$ cat src/rtl/display_pkg.sv
// -----------------------------------------------------------------------------
// display_pkg
// Types and constants shared by the display scan controller and the
// segment-pattern decoder that consumes its digit index.
//   DIGIT_W     : width of the digit index (count_an)
//   MAX_DIGITS  : number of physical anode lines on the display
//   digit_idx_t : digit index type
//   anode_t     : active-low anode vector type
//   anode_decode: one-hot-low anode pattern for a digit index
// -----------------------------------------------------------------------------
package display_pkg;

    localparam int DIGIT_W    = 3;
    localparam int MAX_DIGITS = 8;

    typedef logic [DIGIT_W-1:0]    digit_idx_t;
    typedef logic [MAX_DIGITS-1:0] anode_t;

    // Only the selected digit is driven low. Indices never exceed
    // NUM_DIGITS-1, so unused anodes above NUM_DIGITS stay high.
    function automatic anode_t anode_decode(input digit_idx_t idx);
        return ~(anode_t'(1) << idx);
    endfunction

endpackage

$ cat src/rtl/display_scan_controller_sw_debounce.sv
// -----------------------------------------------------------------------------
// sw_debounce
// Two-flop synchroniser followed by a debounce counter for the raw
// name-select switch.
// Parameters:
//   DEBOUNCE_CYCLES : consecutive cycles the synchronised value must differ
//                     from sw_stable before the change is accepted
// Ports:
//   clk       in  1  system clock
//   reset     in  1  synchronous, active-high reset
//   sw_in     in  1  raw asynchronous switch
//   sw_stable out 1  debounced switch value
// -----------------------------------------------------------------------------
module sw_debounce #(
    parameter int DEBOUNCE_CYCLES = 1_000_000
) (
    input  logic clk,
    input  logic reset,
    input  logic sw_in,
    output logic sw_stable
);

    localparam int              CNT_W    = $clog2(DEBOUNCE_CYCLES + 1);
    localparam logic [CNT_W-1:0] CNT_LAST = CNT_W'(DEBOUNCE_CYCLES - 1);

    logic             sync1;
    logic             sync2;
    logic [CNT_W-1:0] cnt;

    // The switch is a single bit, so "synced value differs from sw_stable"
    // can only stay true while the synced value holds still; any change
    // makes it equal to sw_stable and clears the counter.
    always_ff @(posedge clk) begin
        if (reset) begin
            sync1     <= 1'b0;
            sync2     <= 1'b0;
            cnt       <= '0;
            sw_stable <= 1'b0;
        end else begin
            sync1 <= sw_in;
            sync2 <= sync1;
            if (sync2 == sw_stable) begin
                cnt <= '0;
            end else if (cnt == CNT_LAST) begin
                // This is the DEBOUNCE_CYCLES-th consecutive differing cycle.
                sw_stable <= sync2;
                cnt       <= '0;
            end else begin
                cnt <= cnt + 1'b1;
            end
        end
    end

endmodule

$ cat src/rtl/display_scan_controller.sv
// -----------------------------------------------------------------------------
// display_scan_controller
// Scans an 8-digit multiplexed 7-segment display: prescales clk to a
// per-digit slot, cycles the digit index downwards, drives the matching
// active-low anode and hands a frame-stable name select to the decoder.
// Parameters:
//   TICK_DIV        : clk cycles per digit slot (>= 2)
//   NUM_DIGITS      : active digits, 1..8
//   DEBOUNCE_CYCLES : stable cycles needed to accept a switch change
//   BLANK_CYCLES    : all-anodes-off guard at slot start (< TICK_DIV)
// Configuration macro:
//   SCAN_BLANK_EN   : when defined, an is forced to all-ones while
//                     div_cnt < BLANK_CYCLES in every slot (ghost suppression)
// Ports:
//   clk         in  1  system clock
//   reset       in  1  synchronous, active-high reset
//   sw_in       in  1  raw asynchronous name-select switch
//   count_an    out 3  current digit index
//   an          out 8  anode enables, active low, one-hot-low
//   sw_sel      out 1  name select, only updated on frame wrap
//   frame_start out 1  one-cycle pulse after count_an wraps to NUM_DIGITS-1
// -----------------------------------------------------------------------------
module display_scan_controller
    import display_pkg::*;
#(
    parameter int TICK_DIV        = 100_000,
    parameter int NUM_DIGITS      = 8,
    parameter int DEBOUNCE_CYCLES = 1_000_000,
    parameter int BLANK_CYCLES    = 1_000
) (
    input  logic       clk,
    input  logic       reset,
    input  logic       sw_in,
    output digit_idx_t count_an,
    output anode_t     an,
    output logic       sw_sel,
    output logic       frame_start
);

    localparam int               DIV_W    = $clog2(TICK_DIV);
    localparam logic [DIV_W-1:0] DIV_LAST = DIV_W'(TICK_DIV - 1);
    localparam digit_idx_t       IDX_TOP  = digit_idx_t'(NUM_DIGITS - 1);

    // Elaboration-time parameter sanity checks.
    if (TICK_DIV < 2) begin : g_bad_tick_div
        $error("TICK_DIV must be >= 2");
    end
    if (NUM_DIGITS < 1 || NUM_DIGITS > MAX_DIGITS) begin : g_bad_num_digits
        $error("NUM_DIGITS must be in 1..8");
    end
    if (BLANK_CYCLES >= TICK_DIV) begin : g_bad_blank
        $error("BLANK_CYCLES must be < TICK_DIV");
    end

    logic             sw_stable;
    logic [DIV_W-1:0] div_cnt;
    logic [DIV_W-1:0] div_next;
    logic             tick;
    logic             wrap;
    digit_idx_t       count_next;
    anode_t           an_next;

    sw_debounce #(
        .DEBOUNCE_CYCLES(DEBOUNCE_CYCLES)
    ) u_debounce (
        .clk      (clk),
        .reset    (reset),
        .sw_in    (sw_in),
        .sw_stable(sw_stable)
    );

    // an is registered from the *next* index and divider value so that it
    // changes on the same edge as count_an and never lags it by a cycle.
    always_comb begin
        tick       = (div_cnt == DIV_LAST);
        wrap       = tick && (count_an == '0);
        div_next   = tick ? '0 : div_cnt + 1'b1;
        count_next = count_an;
        if (tick) begin
            count_next = (count_an == '0) ? IDX_TOP : count_an - 1'b1;
        end
        an_next = anode_decode(count_next);
`ifdef SCAN_BLANK_EN
        if (div_next < DIV_W'(BLANK_CYCLES)) begin
            an_next = '1;
        end
`endif
    end

    always_ff @(posedge clk) begin
        if (reset) begin
            div_cnt     <= '0;
            count_an    <= IDX_TOP;
            an          <= '1;
            sw_sel      <= 1'b0;
            frame_start <= 1'b0;
        end else begin
            div_cnt     <= div_next;
            count_an    <= count_next;
            an          <= an_next;
            frame_start <= wrap;
            // sw_stable is sampled before any same-edge update inside the
            // debouncer, so a change accepted on a wrap edge waits a frame.
            if (wrap) begin
                sw_sel <= sw_stable;
            end
        end
    end

endmodule
$ cat config.mk
export PLATFORM = sky130hd
export DESIGN_NAME = display_scan_controller
export DESIGN_NICKNAME = d
export VERILOG_FILES = /design/src/rtl/display_pkg.sv /design/src/rtl/display_scan_controller_sw_debounce.sv /design/src/rtl/display_scan_controller.sv
export SDC_FILE = /design/constraint.sdc
export NUM_CORES = 1
export LEC_CHECK = 0
export ABC_AREA = 1
export CORE_MARGIN = 3
export CORE_UTILIZATION = 42
export CTS_CLUSTER_SIZE = 14
export DETAILED_ROUTE_END_ITERATION = 8
export RECOVER_POWER = 50
export SYNTH_ARGS = -nofsm -noshare
export SYNTH_HDL_FRONTEND = slang
export SYNTH_SLANG_ARGS = --single-unit
$ cat constraint.sdc
create_clock -name clk -period 4.35 [get_ports clk]
set_input_delay 1.305 -clock clk [delete_from_list [all_inputs] [get_ports clk]]
set_output_delay 1.305 -clock clk [all_outputs]
set_load 0.01 [all_outputs]
==> summary.md <==
| Metric | Value |
|---|---|
| Register bit total from synthesis | 53 |
| Crit Path Class | in2reg |
| Ant diodes | 0 |
| Initial DRC Count | 63 |
| Post-synthesis adder-cell area fraction | roughly 2% |
| Slew HR | about two thirds |
| Critical path's top delay family | buffers and inverters |
| P&R area growth vs syn | 12.3% |
| Sequential power share | 58.7% |
| Post-DP HPWL | between 3000 and 4000 µm |
| Chip height | roughly 83 µm |
| Vias | approximately 2.1k |
| Clk_skew | roughly 10 ps |
| Cell Chain, Critical Path | dlygate4sd3_1 > inv_1 > nand2_1 > inv_1 > nand2_1 > nor2_1 |
| Crit Path Max Fanout | 15 |
| Switching share of power | 20.2% |
| TNS Setup | 0 ps |
| Largest family of logic cells by synthesized area | simple AND/OR/NAND/NOR gates |
| RSZ-0062 raised after global routing | false |
| Int Power | about 0.67 mW |
| Fin nets | around 370 |
| Post-synthesis sequential area ratio | a little over two fifths |
| Core Box Area | 5640 µm² |
| Total GRT Usage | 13.5% |
| PD cells | 298 nW/µm² |
| Port buffer count | 15 |
| EDFF count, synth | 0 |
| DRC Markers | 0 |
| Clock transition at the registers of the reported paths | 100 ps |
| Post-Route WL | 4500 µm |
| Wirelength per Cell | a little over 10 µm |
| IO Pins | 16 |
| Final period util | 60.5% |
| Share of cells above drive strength 1 | 7.38% |
| Hold WC Path Type | reg2reg |
| CTS resizes | 0 |
| Row count | 27 |
| Synth Cell Area | approximately 2500 µm² |
| Cells on Worst Hold Path | 2 |
| Clock power frac | ~40% |
| Buf+Inv Stages, Crit Path | 3 |
| WP depth | 6 |
| Tmin final | between 2000 and 3000 ps |
| Drt pass-1 iters | 6 |
| Post-route antenna net violation count | 0 |
| GPL Wtd Cong | ~0.8 |
| Final setup fails | 0 |
| Vias per Instance | ~4.7 |
| Largest net degree at the start of global routing | 17 |
| Logic gate share of total power | approximately 1.8% |
| Max-slew violation count | 0 |
| Worst VDD drop | between 0.15 and 0.2 mV |
| CP startpoint kind | input pin |
| Status | finished clean |
| Worst EP required | around 4600 ps |
| TritonCTS buffer count | 5 |
| Cells after DPL | 430 |
| Max Cap Violations | 0 |
| Cells on worst reg2reg path | 8 |
| Endpoints failing hold | 0 |
| Critical Path Max Stage Delay | around 700 ps |
| Die ar. | approximately 6900 µm² |
| Initial antenna violation count | 0 |
| Mapped Nets | 354 |
| Asr flop ratio synth | 0% |
| CP max-delay cell | dlygate4sd3_1 |
| Endpoint class of the critical path | flip-flop |
| Global route total overflow | 0 |
| Mux share of post-synthesis cell area | 0% |
| Final std cells w/o fill | around 440 |
| Die Wd | 83.2 µm |
| CTS Buffer Depth | 2 |
| CTS tree | done |
| Mapped Avg Cell Area | slightly above 7 µm² |
| CP arrival | approximately 2800 ps |
| H-tree depth | 2 |
| Synth unique cells | 26 |
| Synth Area in Simple Gates | a little under two fifths |
| Initial Utilization | between 40 and 50% |
| Worst-margin pin slew | about 530 ps |
| Sw power | about 0.17 mW |
| Achievable Freq | ~0.38 GHz |
| Ys Warns | 0 |
| Synth Area in Compound Gates | around 2.8% |
| Clk Latency, worst-skew pair | roughly 300 ps |
| Postcts setup bufs | 0 |
| Vias in the first global route | between 1.5k and 2k |
| Synthesized instance count | ~350 |
| Root Buffer | clkbuf_8 |
| CTS Sinks | between 50 and 60 |
| Synth Area in XOR/XNOR | 6.65% |
| Leak | ~1.1 nW |
| First-pass GRT wire length | about 8000 µm |
| Synth Flop Type | dfxtp_1 |
| CTS Hold Bufs | 0 |
-- final timing paths --
kind | start | endpoint | slack [ps]
worst min-delay path | u_debounce.sync1 | u_debounce.sync2 | 420
worst max register to register | div_cnt[0] | div_cnt[14] | 2570
worst min register to register | u_debounce.sync1 | u_debounce.sync2 | 420
worst max-delay path | reset | div_cnt[14] | 1720
-- per-layer routing --
metal / track usage, % / up-vias / share of wire [%]
li1: - / 1114 / -
met2: 23.9 / 17 / 46
met1: 16.5 / 926 / 50
met5: 0 / - / 0
met4: 3.57 / 0 / 0.96
met3: 2.98 / 5 / 2.5
-- cell usage after synthesis, types with 4 or more instances --
cell type	instances	area share [%]
a21oi_1	7	1.4
dfxtp_1	53	42
ha_1	4	2.0
inv_1	41	6.2
nand2_1	75	11
nand2_2	4	1.0
nand3_1	33	6.6
nand4_1	6	1.5
nor2_1	69	10
nor2_2	5	1.3
nor2_4	4	1.8
nor3_1	4	0.80
xnor2_1	7	2.5
xor2_1	12	4.2
-- power groups by stage --
| stage | Sequential [mW] | Combinational, mW | Clock (mW) |
|---|---|---|---|
| 2_1_floorplan | 0.502 | 0.0113 | 0 |
| 3_3_place_gp | 0.502 | 0.0162 | 0 |
| 3_5_place_dp | 0.502 | 0.0163 | 0 |
| 4_1_cts | 0.491 | 0.0164 | 0.340 |
| 5_1_grt | 0.492 | 0.0174 | 0.360 |
| 6_report | 0.491 | 0.0152 | 0.330 |
-- cells in the final DEF (no fill, tap or decap) --
| master | count |
|---|---|
| a21oi_1 | 7 |
| clkinv_4 | 1 |
| nor2_4 | 3 |
| nand2_2 | 3 |
| bufinv_16 | 1 |
| clkbuf_8 | 5 |
| nor3_2 | 2 |
| ha_1 | 4 |
| nand2_1 | 76 |
| inv_2 | 3 |
| nand2b_1 | 1 |
| a31oi_1 | 3 |
| nand3_1 | 33 |
| nor2_2 | 4 |
| xnor2_1 | 7 |
| dlygate4sd3_1 | 1 |
| clkbuf_1 | 1 |
| or2_2 | 1 |
| inv_1 | 41 |
| nand4_1 | 6 |
| or2_0 | 1 |
| nor3b_1 | 1 |
| xor2_1 | 12 |
| nand3_2 | 3 |
| clkdlybuf4s50_1 | 14 |
| nor3_1 | 4 |
| o21ai_0 | 3 |
| nor3_4 | 1 |
| dfxtp_1 | 53 |
| nor2_1 | 71 |
-- through the flow --
step | hold slack, ps | power (mW) | setup slack (ps) | area, µm² | util [%]
2_1_floorplan | 388 | 0.513 | 2380 | 2500 | -
3_3_place_gp | 401 | 0.518 | 1580 | 2710 | 48.0
3_5_place_dp | 396 | 0.519 | 1530 | 2710 | 48.0
4_1_cts | 424 | 0.848 | 1770 | 2820 | 50.0
5_1_grt | 430 | 0.869 | 1580 | 2810 | 49.8
6_report | 422 | 0.836 | 1720 | 2810 | 49.8
-- area by class of cell --
cell class | count | area, µm²
Clock inverter | 2 | 38.8
Sequential cell | 53 | 1060
Inverter | 44 | 165
Fill cell | 561 | 2830
Multi-Input combinational cell | 246 | 1230
Tap cell | 72 | 90.1
Timing Repair Buffer | 15 | 150
Clock buffer | 6 | 72.6
-- tightest hold or removal path, cell delays in order, from the launching register on --
cell and delay [ps]:
dfxtp_1 320, inv_1 40, nor2_1 30
-- state kept, by name, summed over array words and instances (netlist names) --
signal	count
an	8
count_an	3
div_cnt	17
frame_start	1
sw_sel	1
u_debounce.cnt	20
u_debounce.sw_stable	1
u_debounce.sync1	1
u_debounce.sync2	1
-- logic make-up after synthesis --
family	count (synthesis)
flops	53
simple gates	210
xor+xnor	19
fa+ha+maj	4
buf+inv	48
compound gates	13
(Power assumes the default switching activity.)
